File: src/rtl/set_max_delay_pkg.sv
// Shared types and defaults for the set_max_delay response buffer.
package set_max_delay_pkg;

  localparam int DEF_DATA_W = 8;
  localparam int DEF_DEPTH  = 4;

  typedef enum logic {
    IDLE = 1'b0,
    HOLD = 1'b1
  } state_e;

endpackage

File: src/rtl/set_max_delay_fifo.sv
// Storage, wrapping pointers and occupancy count for the response buffer.
module set_max_delay_fifo
  import set_max_delay_pkg::*;
#(
  parameter int DATA_W = DEF_DATA_W,
  parameter int DEPTH  = DEF_DEPTH
) (
  input  logic                     clk,
  input  logic                     rst_n,
  input  logic                     push_i,
  input  logic [DATA_W-1:0]        pushData_i,
  input  logic                     pop_i,
  output logic [DATA_W-1:0]        headData_o,
  output logic [$clog2(DEPTH):0]   count_o,
  output logic                     full_o
);

  localparam int PTR_W = $clog2(DEPTH);
  localparam int CNT_W = PTR_W + 1;

  logic [DATA_W-1:0] mem [DEPTH];
  logic [PTR_W-1:0]  wrPtr_q, wrPtr_d;
  logic [PTR_W-1:0]  rdPtr_q, rdPtr_d;
  logic [CNT_W-1:0]  count_q, count_d;
  logic              pushOk;
  logic              popOk;

  assign full_o     = (count_q == CNT_W'(DEPTH));
  assign pushOk     = push_i && !full_o;
  assign popOk      = pop_i && (count_q != '0);
  assign headData_o = mem[rdPtr_q];
  assign count_o    = count_q;

  // DEPTH is a power of two, so plain increment wraps DEPTH-1 back to 0.
  always_comb begin
    wrPtr_d = wrPtr_q;
    rdPtr_d = rdPtr_q;
    count_d = count_q;
    if (pushOk) wrPtr_d = wrPtr_q + PTR_W'(1);
    if (popOk)  rdPtr_d = rdPtr_q + PTR_W'(1);
    case ({pushOk, popOk})
      2'b10:   count_d = count_q + CNT_W'(1);
      2'b01:   count_d = count_q - CNT_W'(1);
      default: count_d = count_q;
    endcase
  end

  always_ff @(posedge clk or negedge rst_n) begin
    if (!rst_n) begin
      wrPtr_q <= '0;
      rdPtr_q <= '0;
      count_q <= '0;
    end else begin
      wrPtr_q <= wrPtr_d;
      rdPtr_q <= rdPtr_d;
      count_q <= count_d;
    end
  end

  always_ff @(posedge clk) begin
    if (pushOk) mem[wrPtr_q] <= pushData_i;
  end

endmodule

File: src/rtl/set_max_delay_resp.sv
// Responder with FIFO buffer and a registered output stage holding data and its inverse.
// SDC example: set_max_delay -from in_data -through u_fifo -to out_data 5
module set_max_delay_resp
  import set_max_delay_pkg::*;
#(
  parameter int DATA_W = DEF_DATA_W,
  parameter int DEPTH  = DEF_DEPTH
) (
  input  logic                     clk,
  input  logic                     rst_n,
  input  logic                     in_valid,
  input  logic [DATA_W-1:0]        in_data,
  output logic                     in_ready,
  output logic                     out_valid,
  output logic [DATA_W-1:0]        out_data,
  output logic [DATA_W-1:0]        out_inv,
  input  logic                     out_ready,
  output logic [$clog2(DEPTH):0]   count
);

  state_e            state_q, state_d;
  logic              pop;
  logic              fifoFull;
  logic [DATA_W-1:0] headData;
  logic [DATA_W-1:0] outData_q;
  logic [DATA_W-1:0] outInv_q;

  // Full is decoded from the FIFO count register, keeping out_ready off this path.
  assign in_ready  = !fifoFull;
  assign out_valid = (state_q == HOLD);
  assign out_data  = outData_q;
  assign out_inv   = outInv_q;

  set_max_delay_fifo #(
    .DATA_W (DATA_W),
    .DEPTH  (DEPTH)
  ) u_fifo (
    .clk        (clk),
    .rst_n      (rst_n),
    .push_i     (in_valid),
    .pushData_i (in_data),
    .pop_i      (pop),
    .headData_o (headData),
    .count_o    (count),
    .full_o     (fifoFull)
  );

  always_comb begin
    state_d = state_q;
    pop     = 1'b0;
    case (state_q)
      IDLE: begin
        if (count != '0) begin
          pop     = 1'b1;
          state_d = HOLD;
        end
      end
      HOLD: begin
        if (out_ready) begin
          if (count != '0) pop = 1'b1;
          else             state_d = IDLE;
        end
      end
      default: state_d = IDLE;
    endcase
  end

  always_ff @(posedge clk or negedge rst_n) begin
    if (!rst_n) state_q <= IDLE;
    else        state_q <= state_d;
  end

  // Data and inverse load together so downstream never sees them disagree.
  always_ff @(posedge clk or negedge rst_n) begin
    if (!rst_n) begin
      outData_q <= '0;
      outInv_q  <= '1;
    end else if (pop) begin
      outData_q <= headData;
      outInv_q  <= ~headData;
    end
  end

endmodule
File: config.mk
export PLATFORM = sky130hd
export DESIGN_NAME = set_max_delay_resp
export DESIGN_NICKNAME = d
export VERILOG_FILES = /design/src/rtl/set_max_delay_pkg.sv /design/src/rtl/set_max_delay_fifo.sv /design/src/rtl/set_max_delay_resp.sv
export SDC_FILE = /design/constraint.sdc
export NUM_CORES = 1
export LEC_CHECK = 0
export CORE_UTILIZATION = 55
export CTS_BUF_LIST = sky130_fd_sc_hd__clkbuf_4
export DETAILED_ROUTE_END_ITERATION = 16
export PLACE_DENSITY = 0.88
export RECOVER_POWER = 100
export SETUP_SLACK_MARGIN = 0.15
export SLEW_MARGIN = 40
export SYNTH_ARGS = -nofsm -noshare
export SYNTH_HDL_FRONTEND = slang
export SYNTH_SLANG_ARGS = --single-unit
File: constraint.sdc
create_clock -name clk -period 3.05 [get_ports clk]
set_clock_uncertainty 0.15 [all_clocks]
set_input_delay 0.305 -clock clk [delete_from_list [all_inputs] [get_ports clk]]
set_output_delay 0.305 -clock clk [all_outputs]
set_load 0.005 [all_outputs]
==> results of run 1 <==
[cell type report]
cell class	instances	area [um^2]
inverter	6	22.5
timing repair buffer	34	328
tap	48	60.1
fill	248	1150
clock buffer	5	37.5
sequential	56	1570
clock inverter	3	45.0
multi-input combinational	58	581
[where the power goes]
| part | leakage, uW | internal, uW | switching [uW] |
|---|---|---|---|
| Combinational | 0.000379 | 491 | 379 |
| Sequential | 0.000558 | 1090 | 171 |
| Clock | 0.0000461 | 177 | 229 |
[logic make-up (layout without fill, tap and decap cells)]
| family | Yosys count | count (layout) |
|---|---|---|
| flip-flops | 56 | 56 |
| multiplexers | 18 | 18 |
| AO/OA/AOI/OAI | 16 | 16 |
| AND/OR/NAND/NOR | 12 | 12 |
| buffers and inverters | 12 | 48 |
| adder cells (fa/ha/maj) | 6 | 6 |
| XOR/XNOR | 6 | 6 |
[Yosys cell counts, types with 2 or more instances]
master	n	share of area (%)
inv_1	6	1.0
xnor2_1	3	1.2
ha_1	5	2.8
xor2_1	3	1.2
buf_6	2	1.0
dfstp_2	8	9.4
dfrtp_1	16	18
nand2b_1	2	0.56
clkbuf_1	3	0.50
mux4_2	8	8.0
a21oi_1	16	3.6
edfxtp_1	32	43
and3_1	4	1.1
mux2_4	8	5.3
[registers in the layout (all words and copies together) (netlist names)]
name	count
u_fifo.rdPtr_q	2
u_fifo.wrPtr_q	2
out_inv	8
out_data	8
u_fifo.count_o	3
out_valid	1
u_fifo.mem	32
[per-stage QoR]
stage,std cells,cell area [um^2]
final,210,2650
after global routing,210,2650
after CTS,210,2680
after detailed placement,201,2590
after global placement,201,2590
after floorplan,126,2250
[worst max path at each step]
stage	cells after the start	slack [ps]	startpoint	to
3_3_place_gp	9	560	out_ready	u_fifo.count_o[2]
4_1_cts	9	640	u_fifo.count_o[0]	u_fifo.count_o[2]
3_5_place_dp	9	450	out_ready	u_fifo.count_o[2]
2_1_floorplan	9	780	u_fifo.count_o[0]	u_fifo.count_o[2]
6_report	9	580	u_fifo.count_o[0]	u_fifo.count_o[2]
5_1_grt	9	460	u_fifo.count_o[0]	u_fifo.count_o[2]
[metal layers]
layer / wire (um) / vias up / global-route usage, %
met2: 1780 / 31 / 30.7
met1: 1630 / 561 / 25.3
met4: 40 / 0 / 6.52
met3: 149 / 5 / 5.52
li1: - / 536 / -
met5: 0 / - / 0
[critical path, cell delays in order, from the launching register on]
cell	delay, ps
dfrtp_1	450
or3b_1	460
and2_0	240
inv_1	80
ha_1	180
inv_1	70
fa_1	370
xor2_1	150
nor2_1	110
xor2_1	150
==> results.py, run 1 <==
metrics = {
    "clock_network": {
        "cts_sinks": 56,
        "ctsHoldBuffers": 1,
        "htreeDepth": 2,
        "post_cts_resized": 0,
        "cts_tree": "done",
        "clk_pin_slew_worst_paths_ps": 160,
        "root_buffer": "clkbuf_4",
        "numCtsBuffers": 5,
        "post-cts-setup-buffer-count": 0,
        "clock_latency_ps": 380,
        "cts.path.max_buffers": 2,
    },
    "global_route": {
        "grt_start_max_net_pins": 25,
        "grt_pass1_vias": 1166,
        "gr-total-overflow": 0,
        "grt_util_all_layers_pct": 19.3,
        "grt_pass1_wl_um": 5880,
        "antenna_found_initial": 0,
    },
    "synth": {
        "syn_avg_cell_area_um2": 17.8,
        "synth_xor_area_share_pct": 2.34,
        "synth_fa_ha_area_share_pct": 3.68,
        "ys_ff_latch": 56,
        "syn_area_um2": 2250,
        "ys_warn_count": 0,
        "synthSimpleGateAreaFrac_pct": 3.40,
        "synth_compound_area_share_pct": 3.57,
        "synth_top_family_by_area": "multiplexers",
        "synthArstFlopShare_pct": 42.9,
        "ys_seq_area_share_pct": 70.0,
        "muxShareOfSynthArea_pct": 14.3,
        "syn_inst": 126,
        "synth_edf_count": 32,
        "synthesis.nets": 144,
        "ys.flop_type": "edfxtp_1",
        "ys_types": 24,
    },
    "outcome": {
        "status": "finished clean",
    },
    "worst_hold_path": {
        "hold_depth": 1,
        "holdPathEnd": "out_data[7]",
        "hp-start": "out_data[7]",
        "min_path_type": "reg2reg",
    },
    "sta": {
        "fmax_mhz": 405,
        "finalWorstSetupSlack_ps": 583,
        "slew_violations": 0,
        "tightest_slew_ps": 1250,
        "rsz0062_at_grt": "no",
        "post-route-period-util_pct": 80.9,
        "whs_ps": 361,
        "setup_viol": 0,
        "fin_crit_ps": 2470,
        "hold_viol_final": 0,
        "max_slew_margin_pct": 16.9,
        "tns_ps": 0,
    },
    "pwr": {
        "leakage_uw": 0.000983,
        "peakVddDrop_uv": 444,
        "p_total_uw": 2540,
        "power_density_nw_per_um2": 959,
    },
    "floorplan": {
        "dieArea_um2": 4340,
        "num_rows": 22,
        "fp.dieW_um": 65.9,
        "start_util_pct": 59.1,
        "io_pins": 33,
        "core_area_um2": 3800,
        "die_h_um": 65.9,
    },
    "critical_path": {
        "crit_required_ps": 3220,
        "crit_type": "reg2reg",
        "timing.rr.start": "u_fifo.count_o[0]",
        "cp_max_fo": 6,
        "arrival_ps": 2630,
        "cp-start-kind": "register",
        "rrSetupSlack_ps": 580,
        "worst_setup_path_end_kind": "register",
        "r2r-end": "u_fifo.count_o[2]",
        "reg2reg_depth": 9,
    },
    "flow_run": {
        "maxCapViolCount": 0,
    },
    "placement": {
        "pre_cts_slack_ps": 449,
        "place_congestion": 0.751,
        "dp_hpwl_um": 2540,
        "portBuffers": 32,
    },
    "route": {
        "first_iter_violations": 104,
        "dr_total_vias": 1133,
        "finalWirelength_um": 3610,
        "drc": 0,
        "dr.pass1.iters": 4,
        "via_per_inst": 5.40,
        "wl_per_cell_um": 17.2,
        "antenna_left": 0,
    },
    "cells_and_area": {
        "antennaDiodeCount": 0,
        "area_delta_synth_final_pct": 17.8,
        "final_cell_mix": "32 x edfxtp_1, 25 x dlygate4sd3_1, 16 x a21oi_1, 16 x dfrtp_1",
        "drive_gt1_share_pct": 12.3,
        "final_common_cell": "edfxtp_1",
        "fin_nets": 179,
        "fin_util_pct": 69.6,
    },
}
Note: power is estimated with default switching activity, not from simulation.
==> run 2: changes to the inputs <==
clock period = 2.4 ns   (was 3.05 ns; I/O delays follow)
==> results.py, run 2 (synthesis results as in run 1) <==
metrics = {
    "route": {
        "drc": 0,
        "first_iter_violations": 105,
        "dr.pass1.iters": 4,
        "via_per_inst": 5.61,
        "dr_total_vias": 1229,
        "antenna_left": 0,
        "finalWirelength_um": 3960,
        "wl_per_cell_um": 18.1,
    },
    "pwr": {
        "seq_power_share_pct": 48.7,
        "comb_power_share_pct": 39.0,
        "power_switching_uw": 1030,
        "leakage_uw": 0.00101,
        "switching_share_pct": 31.6,
        "power_density_nw_per_um2": 1210,
        "p_int_uw": 2230,
        "p_total_uw": 3270,
        "pwr-share-clk_pct": 12.3,
        "peakVddDrop_uv": 650,
    },
    "worst_hold_path": {
        "hp-start": "out_data[6]",
        "min_path_type": "reg2reg",
    },
    "floorplan": {
        "num_rows": 22,
        "start_util_pct": 59.1,
        "core_area_um2": 3800,
        "fp.dieW_um": 65.9,
        "die_h_um": 65.9,
        "io_pins": 33,
        "dieArea_um2": 4340,
    },
    "placement": {
        "portBuffers": 32,
        "pre_cts_slack_ps": -3.90,
        "dp_hpwl_um": 2710,
        "place_congestion": 0.705,
    },
    "cells_and_area": {
        "fin_nets": 188,
        "antennaDiodeCount": 0,
        "fillers": 253,
        "drive_gt1_share_pct": 17.5,
        "area_delta_synth_final_pct": 20.0,
        "fin_util_pct": 70.9,
        "multi_input_area_um2": 603,
        "largest_reg_flops": 32,
        "final_cell_mix": "32 x edfxtp_1, 21 x dlygate4sd3_1, 16 x a21oi_1, 16 x dfrtp_1, 11 x clkdlybuf4s50_1",
        "final_common_cell": "edfxtp_1",
        "regMostFlops": "u_fifo.mem",
        "seqCellArea_um2": 1570,
    },
    "global_route": {
        "antenna_found_initial": 0,
        "grt_util_all_layers_pct": 21.4,
        "grt_pass1_vias": 1310,
        "grt_start_max_net_pins": 25,
        "grt_pass1_wl_um": 6500,
        "gr-total-overflow": 0,
    },
    "critical_path": {
        "arrival_ps": 2320,
        "worstSetupStartpoint": "u_fifo.count_o[2]",
        "cp_max_fo": 3,
        "slowest_delay_ps": 430,
        "cp_cell_sequence": "clkbuf_1 -> or3_1 -> and2_4 -> ha_4 -> inv_1 -> fa_2 -> xor2_1 -> nor2_1 -> xor2_1",
        "cp-start-kind": "register",
        "worst_setup_path_end_kind": "register",
        "timing.rr.start": "u_fifo.count_o[2]",
        "rrSetupSlack_ps": 180,
        "timing.critical_path.max_delay_family": "simple AND/OR/NAND/NOR gates",
        "crit_top_cell": "xor2_1",
        "crit_type": "reg2reg",
        "critPathSlowestCell": "dfrtp_1",
        "crit_required_ps": 2510,
        "crit_buf_inv": 2,
    },
    "clock_network": {
        "cts_sinks": 56,
        "numCtsBuffers": 5,
        "cts.path.max_buffers": 2,
        "ctsHoldBuffers": 0,
        "cts_tree": "done",
        "clk_pin_slew_worst_paths_ps": 150,
        "clock_latency_ps": 360,
        "root_buffer": "clkbuf_4",
        "htreeDepth": 2,
    },
    "sta": {
        "finalWorstSetupSlack_ps": 184,
        "max_slew_margin_pct": 17.6,
        "tightest_slew_ps": 1240,
        "setup_viol": 0,
        "whs_ps": 371,
        "slew_violations": 0,
        "hold_viol_final": 0,
        "rsz0062_at_grt": "yes",
        "post-route-period-util_pct": 92.3,
        "fin_crit_ps": 2220,
        "fmax_mhz": 451,
    },
    "flow_run": {
        "maxCapViolCount": 0,
    },
    "outcome": {
        "status": "finished clean",
    },
}
-- run 2: power groups by stage --
stage | combinational, uW | sequential (uW) | clock [uW]
after CTS | 1420 | 1620 | 415
after global routing | 1380 | 1630 | 450
after floorplan | 821 | 1560 | 0
after detailed placement | 1330 | 1660 | 0
final | 1270 | 1590 | 403
after global placement | 1260 | 1620 | 0
-- run 2: what timing repair did --
item / 4_1_cts / 5_1_grt
setup endpoints to repair: 1 / 2
pin swaps: 4 / 3
resized for setup: 2 / 3
setup buffers: 6 / 0
-- run 2: worst paths after layout --
| kind | end | depth (start not counted) |
|---|---|---|
| max reg2reg | u_fifo.count_o[2] | 9 |
| min reg2reg | out_data[6] | 1 |
| min | out_data[6] | 1 |
| max | u_fifo.count_o[2] | 9 |
| max in group asynchronous | u_fifo.wrPtr_q[0] | 2 |
| min in group asynchronous | out_data[5] | 2 |
-- run 2: per-stage QoR --
step                setup TNS (ps)  cells  area, um^2
finish                           0    219        2700
global route                     0    219        2700
CTS                              0    219        2730
detailed placement           -3.90    205        2630
global placement                 0    205        2630
floorplan                        0    126        2250
-- run 2: cell type report --
type,count,area share [%]
sequential,56,58.3
multi-input combinational,58,22.4
timing repair buffer,43,14.2
tap,48,2.23
clock buffer,7,1.95
inverter,6,0.836
clock inverter,1,0.139
-- run 2: routing by layer --
layer	routed length (um)	GRT usage, %	up-vias
met5	0	0	-
met4	54	7.88	0
met3	105	5.52	6
met2	2090	34.7	36
met1	1700	27.7	636
li1	-	-	551
